## config.mk

```make
export PLATFORM = sky130hd
export DESIGN_NAME = op_sequencer
export DESIGN_NICKNAME = d
export VERILOG_FILES = /design/src/rtl/op_sequencer.sv
export SDC_FILE = /design/constraint.sdc
export NUM_CORES = 1
export LEC_CHECK = 0
export ABC_AREA = 1
export BUFFER_PORTS_ARGS = -buffer_cell sky130_fd_sc_hd__buf_2
export CAP_MARGIN = 20
export CORE_MARGIN = 2
export CORE_UTILIZATION = 56
export CTS_BUF_LIST = sky130_fd_sc_hd__clkbuf_8 sky130_fd_sc_hd__clkbuf_16
export DETAILED_ROUTE_END_ITERATION = 8
export GPL_ROUTABILITY_DRIVEN = 0
export GPL_TIMING_DRIVEN = 0
export PLACE_DENSITY = 0.75
export RECOVER_POWER = 50
export SLEW_MARGIN = 20
export SYNTH_ARGS = -nofsm -noshare
export SYNTH_HDL_FRONTEND = slang
export SYNTH_SLANG_ARGS = --single-unit
export TNS_END_PERCENT = 1
```

## constraint.sdc

```tcl
create_clock -name clk -period 1.6 [get_ports clk]
set_clock_uncertainty 0.1 [all_clocks]
set_input_delay 0.32 -clock clk [delete_from_list [all_inputs] [get_ports clk]]
set_output_delay 0.32 -clock clk [all_outputs]
set_load 0.01 [all_outputs]
```

## src/rtl/op_sequencer.sv

```systemverilog
// op_sequencer: queues operation commands and steps reg-file reads, ALU run, writeback.
// Ports: cmd_* push side, reg_sel/assign_op* read, alu_* ALU, wr_* writeback, busy/done/err status.
module op_sequencer #(
  parameter int REG_W   = 3,
  parameter int OP_W    = 3,
  parameter int DEPTH   = 2,
  parameter int TIMEOUT = 15
) (
  input  logic             clk,
  input  logic             nrst,
  input  logic             cmd_valid,
  output logic             cmd_ready,
  input  logic [REG_W-1:0] cmd_src1,
  input  logic [REG_W-1:0] cmd_src2,
  input  logic [REG_W-1:0] cmd_dst,
  input  logic [OP_W-1:0]  cmd_op,
  output logic [REG_W-1:0] reg_sel,
  output logic             assign_op1,
  output logic             assign_op2,
  output logic             alu_en,
  output logic [OP_W-1:0]  alu_op,
  input  logic             alu_done,
  output logic             wr_en,
  output logic [REG_W-1:0] wr_sel,
  output logic             busy,
  output logic             done,
  output logic             err,
  output logic [1:0]       err_code
);

  localparam int AW = $clog2(DEPTH);
  localparam int CW = $clog2(TIMEOUT + 1);

  typedef struct packed {
    logic [REG_W-1:0] src1;
    logic [REG_W-1:0] src2;
    logic [REG_W-1:0] dst;
    logic [OP_W-1:0]  op;
  } cmd_t;

  typedef enum logic [2:0] {
    S_IDLE, S_RD1, S_RD2, S_EXEC, S_WAIT, S_WB, S_ERR
  } state_t;

  cmd_t            mem_q [DEPTH];
  logic [AW:0]     wp_q, rp_q;
  logic            empty, full, push, pop;
  cmd_t            head, cmd_in;
  logic            bad;

  state_t          state_q, state_d;
  cmd_t            cmd_q, cmd_d;
  logic [1:0]      code_q, code_d;
  logic [CW-1:0]   cnt_q, cnt_d;

  // Extra pointer MSB separates full from empty when indices match.
  assign empty = (wp_q == rp_q);
  assign full  = (wp_q[AW] != rp_q[AW]) &&
                 (wp_q[AW-1:0] == rp_q[AW-1:0]);

  assign cmd_ready = !full;
  assign push      = cmd_valid && cmd_ready;
  assign cmd_in    = '{cmd_src1, cmd_src2, cmd_dst, cmd_op};
  assign head      = mem_q[rp_q[AW-1:0]];

  assign bad = (head.src1 == '0) || (head.src2 == '0) ||
               (head.dst == '0)  || (head.op == '0);

  always_ff @(posedge clk or negedge nrst) begin
    if (!nrst) begin
      for (int i = 0; i < DEPTH; i++) mem_q[i] <= '0;
      wp_q <= '0;
      rp_q <= '0;
    end else begin
      if (push) begin
        mem_q[wp_q[AW-1:0]] <= cmd_in;
        wp_q <= wp_q + 1'b1;
      end
      if (pop) rp_q <= rp_q + 1'b1;
    end
  end

  always_ff @(posedge clk or negedge nrst) begin
    if (!nrst) begin
      state_q <= S_IDLE;
      cmd_q   <= '0;
      code_q  <= '0;
      cnt_q   <= '0;
    end else begin
      state_q <= state_d;
      cmd_q   <= cmd_d;
      code_q  <= code_d;
      cnt_q   <= cnt_d;
    end
  end

  always_comb begin
    state_d = state_q;
    cmd_d   = cmd_q;
    code_d  = code_q;
    cnt_d   = cnt_q;
    pop     = 1'b0;
    unique case (state_q)
      S_IDLE: begin
        if (!empty) begin
          pop   = 1'b1;
          cmd_d = head;
          if (bad) begin
            state_d = S_ERR;
            code_d  = 2'b01;
          end else begin
            state_d = S_RD1;
          end
        end
      end
      S_RD1:  state_d = S_RD2;
      S_RD2:  state_d = S_EXEC;
      S_EXEC: begin
        state_d = S_WAIT;
        cnt_d   = '0;
      end
      S_WAIT: begin
        if (alu_done) begin
          state_d = S_WB;
        end else if (cnt_q == CW'(TIMEOUT - 1)) begin
          state_d = S_ERR;
          code_d  = 2'b10;
        end else begin
          cnt_d = cnt_q + CW'(1);
        end
      end
      S_WB:    state_d = S_IDLE;
      S_ERR:   state_d = S_IDLE;
      default: state_d = S_IDLE;
    endcase
  end

  always_comb begin
    reg_sel    = '0;
    assign_op1 = 1'b0;
    assign_op2 = 1'b0;
    alu_en     = 1'b0;
    alu_op     = '0;
    wr_en      = 1'b0;
    wr_sel     = '0;
    done       = 1'b0;
    err        = 1'b0;
    err_code   = 2'b00;
    unique case (state_q)
      S_RD1: begin
        reg_sel    = cmd_q.src1;
        assign_op1 = 1'b1;
      end
      S_RD2: begin
        reg_sel    = cmd_q.src2;
        assign_op2 = 1'b1;
      end
      S_EXEC: begin
        alu_en = 1'b1;
        alu_op = cmd_q.op;
      end
      S_WAIT: alu_op = cmd_q.op;
      S_WB: begin
        wr_en  = 1'b1;
        wr_sel = cmd_q.dst;
        done   = 1'b1;
      end
      S_ERR: begin
        err      = 1'b1;
        err_code = code_q;
      end
      default: ;
    endcase
  end

  assign busy = (state_q != S_IDLE) || !empty;

endmodule

```

-- Word level (Yosys, flattened, before mapping)
Cells that the tools add are included.
- input bits: 16
- flip-flop bits (word level): 49
- word-level logic and storage cells: 94
- output and inout bits: 19
- $lt $le $gt $ge: 3
- bitwise logic cells: 3
- reduce and logical (&&, ||, !) cells: 22
- eq/ne operators: 16
- multiplexer cells: 30
- add/sub/neg operators: 3
- operators by type and width (operator ; count):
    two-way mux 12 bit ; 4
    bitwise mux 24 bit ; 1
    two-way mux 3 bit ; 6
    logical NOT 3 bit ; 5
    case mux 3 bit (5 select lines) ; 1
    demux 12 bit (select 1 bit) ; 1
    two-way mux 2 bit ; 5
    != test 2 bit, second input constant ; 5
    equality test 3 bit, second input constant ; 3
    two-way mux 4 bit ; 2
    case mux 4 bit (2 select lines) ; 1
    two-way mux 1 bit ; 7
    equality test 3 x 2 -> 1 bit, second input constant ; 2
    case mux 3 bit (2 select lines) ; 1
    AND reduction 5 bit ; 1
    adder 2 x 1 -> 2 bit, second input constant ; 2
    adder 4 x 1 -> 4 bit, second input constant ; 1
    equality test 4 bit, second input constant ; 1
    >= comparator 2 bit, second input constant ; 2
    logical OR 1 bit ; 4
    NOT 1 -> 2 bit ; 2
    case mux 2 bit (2 select lines) ; 1
    AND reduction 2 bit ; 2
    nonzero test 2 bit ; 2
    other kinds (12) ; 15

-- Logic depth before layout (Yosys ltp)
- word-level depth: 11
- mapped depth: 12
- mapped depth without buffers: 10

-- Least setup slack after synthesis
No wires, ideal clock.
- kind: register to output
- start: register state_q[2]
- end: output reg_sel[1]
- data required time: 1.180 ns
- path buffers: 0
- cell stages (with the launch flop): 3
- path slack: -0.037 ns
- data arrival time: 1.217 ns
- path through: dfrtp_1 -> nor3_1 -> a22o_1
- word-level cells in the longest chain between the ends: 2
- elaborated cells on any way between the ends: 3
- classes of those cells: eq/ne (2); mux (1)
- RTL lines (what ; RTL line ; source):
    start: declaration ; 51 ; state_t state_q, state_d;
    start signal: assignment ; 90 ; state_q <= state_d;
    equality test 3 x 2 -> 1 bit or equality test 3 x 1 -> 1 bit (tied branches) ; 149 ; unique case (state_q)
    case mux 3 bit (2 select lines) * ; 149 ;
    end: declaration ; 17 ; output logic [REG_W-1:0] reg_sel,
Mark *: on every way between the ends. The rest lies on a longest branch, timed or not.

-- Worst setup path after layout
Same ends and word-level chain as after synthesis.

==> results.py <==
metrics = {
    "status": {
        "outcome": "complete, but fails checks",
        "violations": "negative setup slack",
    },
    "final_layout": {
        "syn2layout_area_growth_pct": 18.9,
        "diodes": 0,
        "nNetsFinal": 353,
        "final_util_pct": 70.5,
        "stdcell_area_mm2": 0.00286,
        "fin_cells": 386,
        "final_layout_size_suffix_gt1_share_pct": 27.1,
    },
    "critical_path": {
        "crit_buf_inv": 1,
        "reg2reg_from": "rp_q[0]",
        "path_class": "flop to output pin",
        "critPathTopFamily": "flip-flops",
        "end_kind": "output pin",
        "path_cells": "nor3_4, a22o_1, buf_2",
        "worstPathArrival_ns": 1.43,
        "timing.rr.end": "code_q[0]",
        "slowest_delay_ns": 0.49,
        "cp-start-kind": "flop",
        "regToRegSetupSlack_ns": -0.07,
        "path_max_fanout": 6,
        "cpMaxStageDelayCell": "dfrtp_2",
        "r2r_cells": 10,
        "crit_required_ns": 1.18,
    },
    "drt": {
        "drtAntennaViolNets": 0,
        "via_per_inst": 5.01,
        "drt_iter0_drc": 156,
        "drc_errors": 0,
        "routed_wl_um": 5070,
        "drtPass1Iterations": 4,
        "wl_per_cell_um": 13.1,
        "via_count": 1932,
    },
    "yosys": {
        "ys_warn_count": 0,
        "ys_types": 26,
        "muxShareOfSynthArea_pct": 0,
        "syn_area_mm2": 0.00241,
        "seq_area_frac_synth_pct": 51.0,
        "synth_fa_ha_area_share_pct": 1.04,
        "synth-seq-cells": 49,
        "synthTopCellsByArea": "dfrtp_1 (51%), nand2_1 (15%), inv_1 (6.7%)",
        "synth_top_family_by_area": "simple AND/OR/NAND/NOR gates",
        "netlist.area_leader.share_pct": 51.0,
        "synth-compound-area-share_pct": 12.7,
        "syn_area_per_cell_um2": 8.21,
        "yosys.area_share.simple_pct": 23.6,
        "synth_largest_area_cell": "dfrtp_1",
        "syn_inst": 293,
        "syn_nets": 311,
        "synthXorXnorAreaFrac_pct": 1.77,
    },
    "cts": {
        "cts.htree.levels": 2,
        "cts_tree": "built",
        "clockRootBuffer": "clkbuf_8",
        "cts_buffer_depth": 2,
        "clock_latency_ns": 0.30,
        "path_clk_slew_ns": 0.08,
        "cts_buffers": 5,
        "clock_sinks": 49,
    },
    "flow_run": {
        "drv_cap": 0,
    },
    "pwr": {
        "p_per_area_mw_per_mm2": 2220,
        "total_power_uw": 6350,
        "leakage_uw": 0.00152,
        "peakVddDrop_mv": 1.26,
    },
    "sta": {
        "max_freq_ghz": 0.541,
        "setup_slack_ns": -0.249,
        "drv_slew": 0,
        "fin_crit_sh_pct": 116,
        "worst_pin_slew_ns": 0.665,
        "whs_ns": 0.137,
        "relSlewSlack_pct": 55.6,
        "grt_setup_unrepaired": "true",
        "period_minus_slack_ns": 1.85,
        "setup_viol": 21,
        "hold_viol": 0,
    },
    "die": {
        "start_util_pct": 59.3,
        "core-area_mm2": 0.00406,
        "die_height_um": 69.5,
        "fp.dieW_um": 69.5,
        "rows": 23,
        "dieArea_mm2": 0.00484,
        "pin_count": 35,
    },
    "global_route": {
        "grt_use_total_pct": 23.0,
        "grt_pass1_wl_um": 8800,
        "grt_pass1_vias": 1916,
        "grt_max_degree": 50,
        "grt_antenna_before_repair": 0,
        "gr-total-overflow": 0,
    },
    "place": {
        "dpl.hpwl_um": 3620,
        "portBuffers": 34,
        "place_inst": 377,
        "placed_area_mm2": 0.00265,
    },
    "hold_path": {
        "hold_end": "mem_q[18]",
        "min_from": "cmd_src2[0]",
        "whs_path_depth": 3,
        "hp-class": "primary input to flop",
    },
}
==> synth_stat cells (all sizes together) <==
master,count
xnor2,2
xor2,2
a31oi,1
a21oi,7
dfrtp,49
nor3,5
buf,9
a22o,2
clkbuf,1
o21ai,41
nand2b,1
nand3,11
nand4,2
ha,2
inv,43
nand2,95
nor2,20
==> worst max-delay path by stage <==
| stage | startpoint | end | slack (ns) | cells after the start |
|---|---|---|---|---|
| after CTS | state_q[2] | alu_op[1] | -0.24 | 6 |
| final | state_q[2] | reg_sel[1] | -0.25 | 3 |
| after global placement | rp_q[0] | code_q[0] | -0.34 | 10 |
| after floorplan | state_q[2] | wr_sel[0] | -0.005 | 4 |
| after global routing | state_q[2] | reg_sel[1] | -0.32 | 3 |
| after detailed placement | rp_q[0] | code_q[1] | -0.37 | 10 |
==> what timing repair did <==
action / in CTS / in global routing
hold buffers: 0 / 1
hold endpoints to repair: 0 / 49
resized for setup: 24 / 23
buffers inserted: 0 / 0
endpoints found under the setup margin: 37 / 61
pin swaps: 0 / 2
==> kinds of logic after synthesis <==
| group | count (synthesis) |
|---|---|
| AND/OR/NAND/NOR | 134 |
| buffers and inverters | 53 |
| AO/OA/AOI/OAI | 51 |
| flip-flops | 49 |
| XOR/XNOR | 4 |
| adder cells (fa/ha/maj) | 2 |
==> sequential cells by signal, summed over array words and instances, names as in the netlist <==
name / flops
code_q: 2
mem_q: 24
rp_q: 2
wp_q: 2
cnt_q: 4
cmd_q: 12
state_q: 3
==> layout make-up <==
| cell class | count | area, µm² |
|---|---|---|
| plain buffers | 10 | 95.1 |
| clock buffers | 5 | 68.8 |
| fillers | 322 | 1200 |
| repair buffers | 35 | 189 |
| clock inverters | 3 | 11.3 |
| multi-input cells | 191 | 1040 |
| inverters | 43 | 164 |
| flip-flops and latches | 49 | 1230 |
| well taps | 50 | 62.6 |
==> metrics by stage <==
step                worst slack, ns  TNS, ns
floorplan                  -0.00486  -0.0146
global placement             -0.344    -2.05
detailed placement           -0.371    -2.42
CTS                          -0.243    -3.45
global route                 -0.322    -5.84
finish                       -0.249    -3.20
==> report_power, final <==
group | switching, µW | total [µW] | leakage, µW | internal [µW]
sequential | 385 | 2250 | 0.000599 | 1860
clock | 393 | 686 | 0.0000519 | 292
combinational | 2100 | 3410 | 0.000871 | 1310
==> routing by layer <==
| metal | up-vias | wire length [µm] | share of wire [%] | track usage [%] |
|---|---|---|---|---|
| li1 | 1002 | - | - | - |
| met1 | 894 | 2360 | 47 | 30.9 |
| met2 | 31 | 2470 | 49 | 37.8 |
| met3 | 5 | 166 | 3.3 | 4.80 |
| met4 | 0 | 70 | 1.4 | 6.54 |
| met5 | - | 0 | 0 | 0 |
==> worst min-delay path, stage by stage <==
cell and delay (ns):
buf_2 0.09, nand2_1 0.05, nand2_1 0.05
==> layout by cell type (no fill, tap or decap), drive strengths merged, types with 2 or more instances in the layout <==
cell,netlist,routed
nor3,5,5
nand4,2,2
xor2,2,2
a21oi,7,7
ha,2,2
o21ai,41,41
nand3,11,11
a22o,2,2
dfrtp,49,49
buf,9,42
clkbuf,1,7
nand2,95,95
xnor2,2,2
nor2,20,20
inv,43,46
Note: power is estimated with default switching activity, not from simulation.
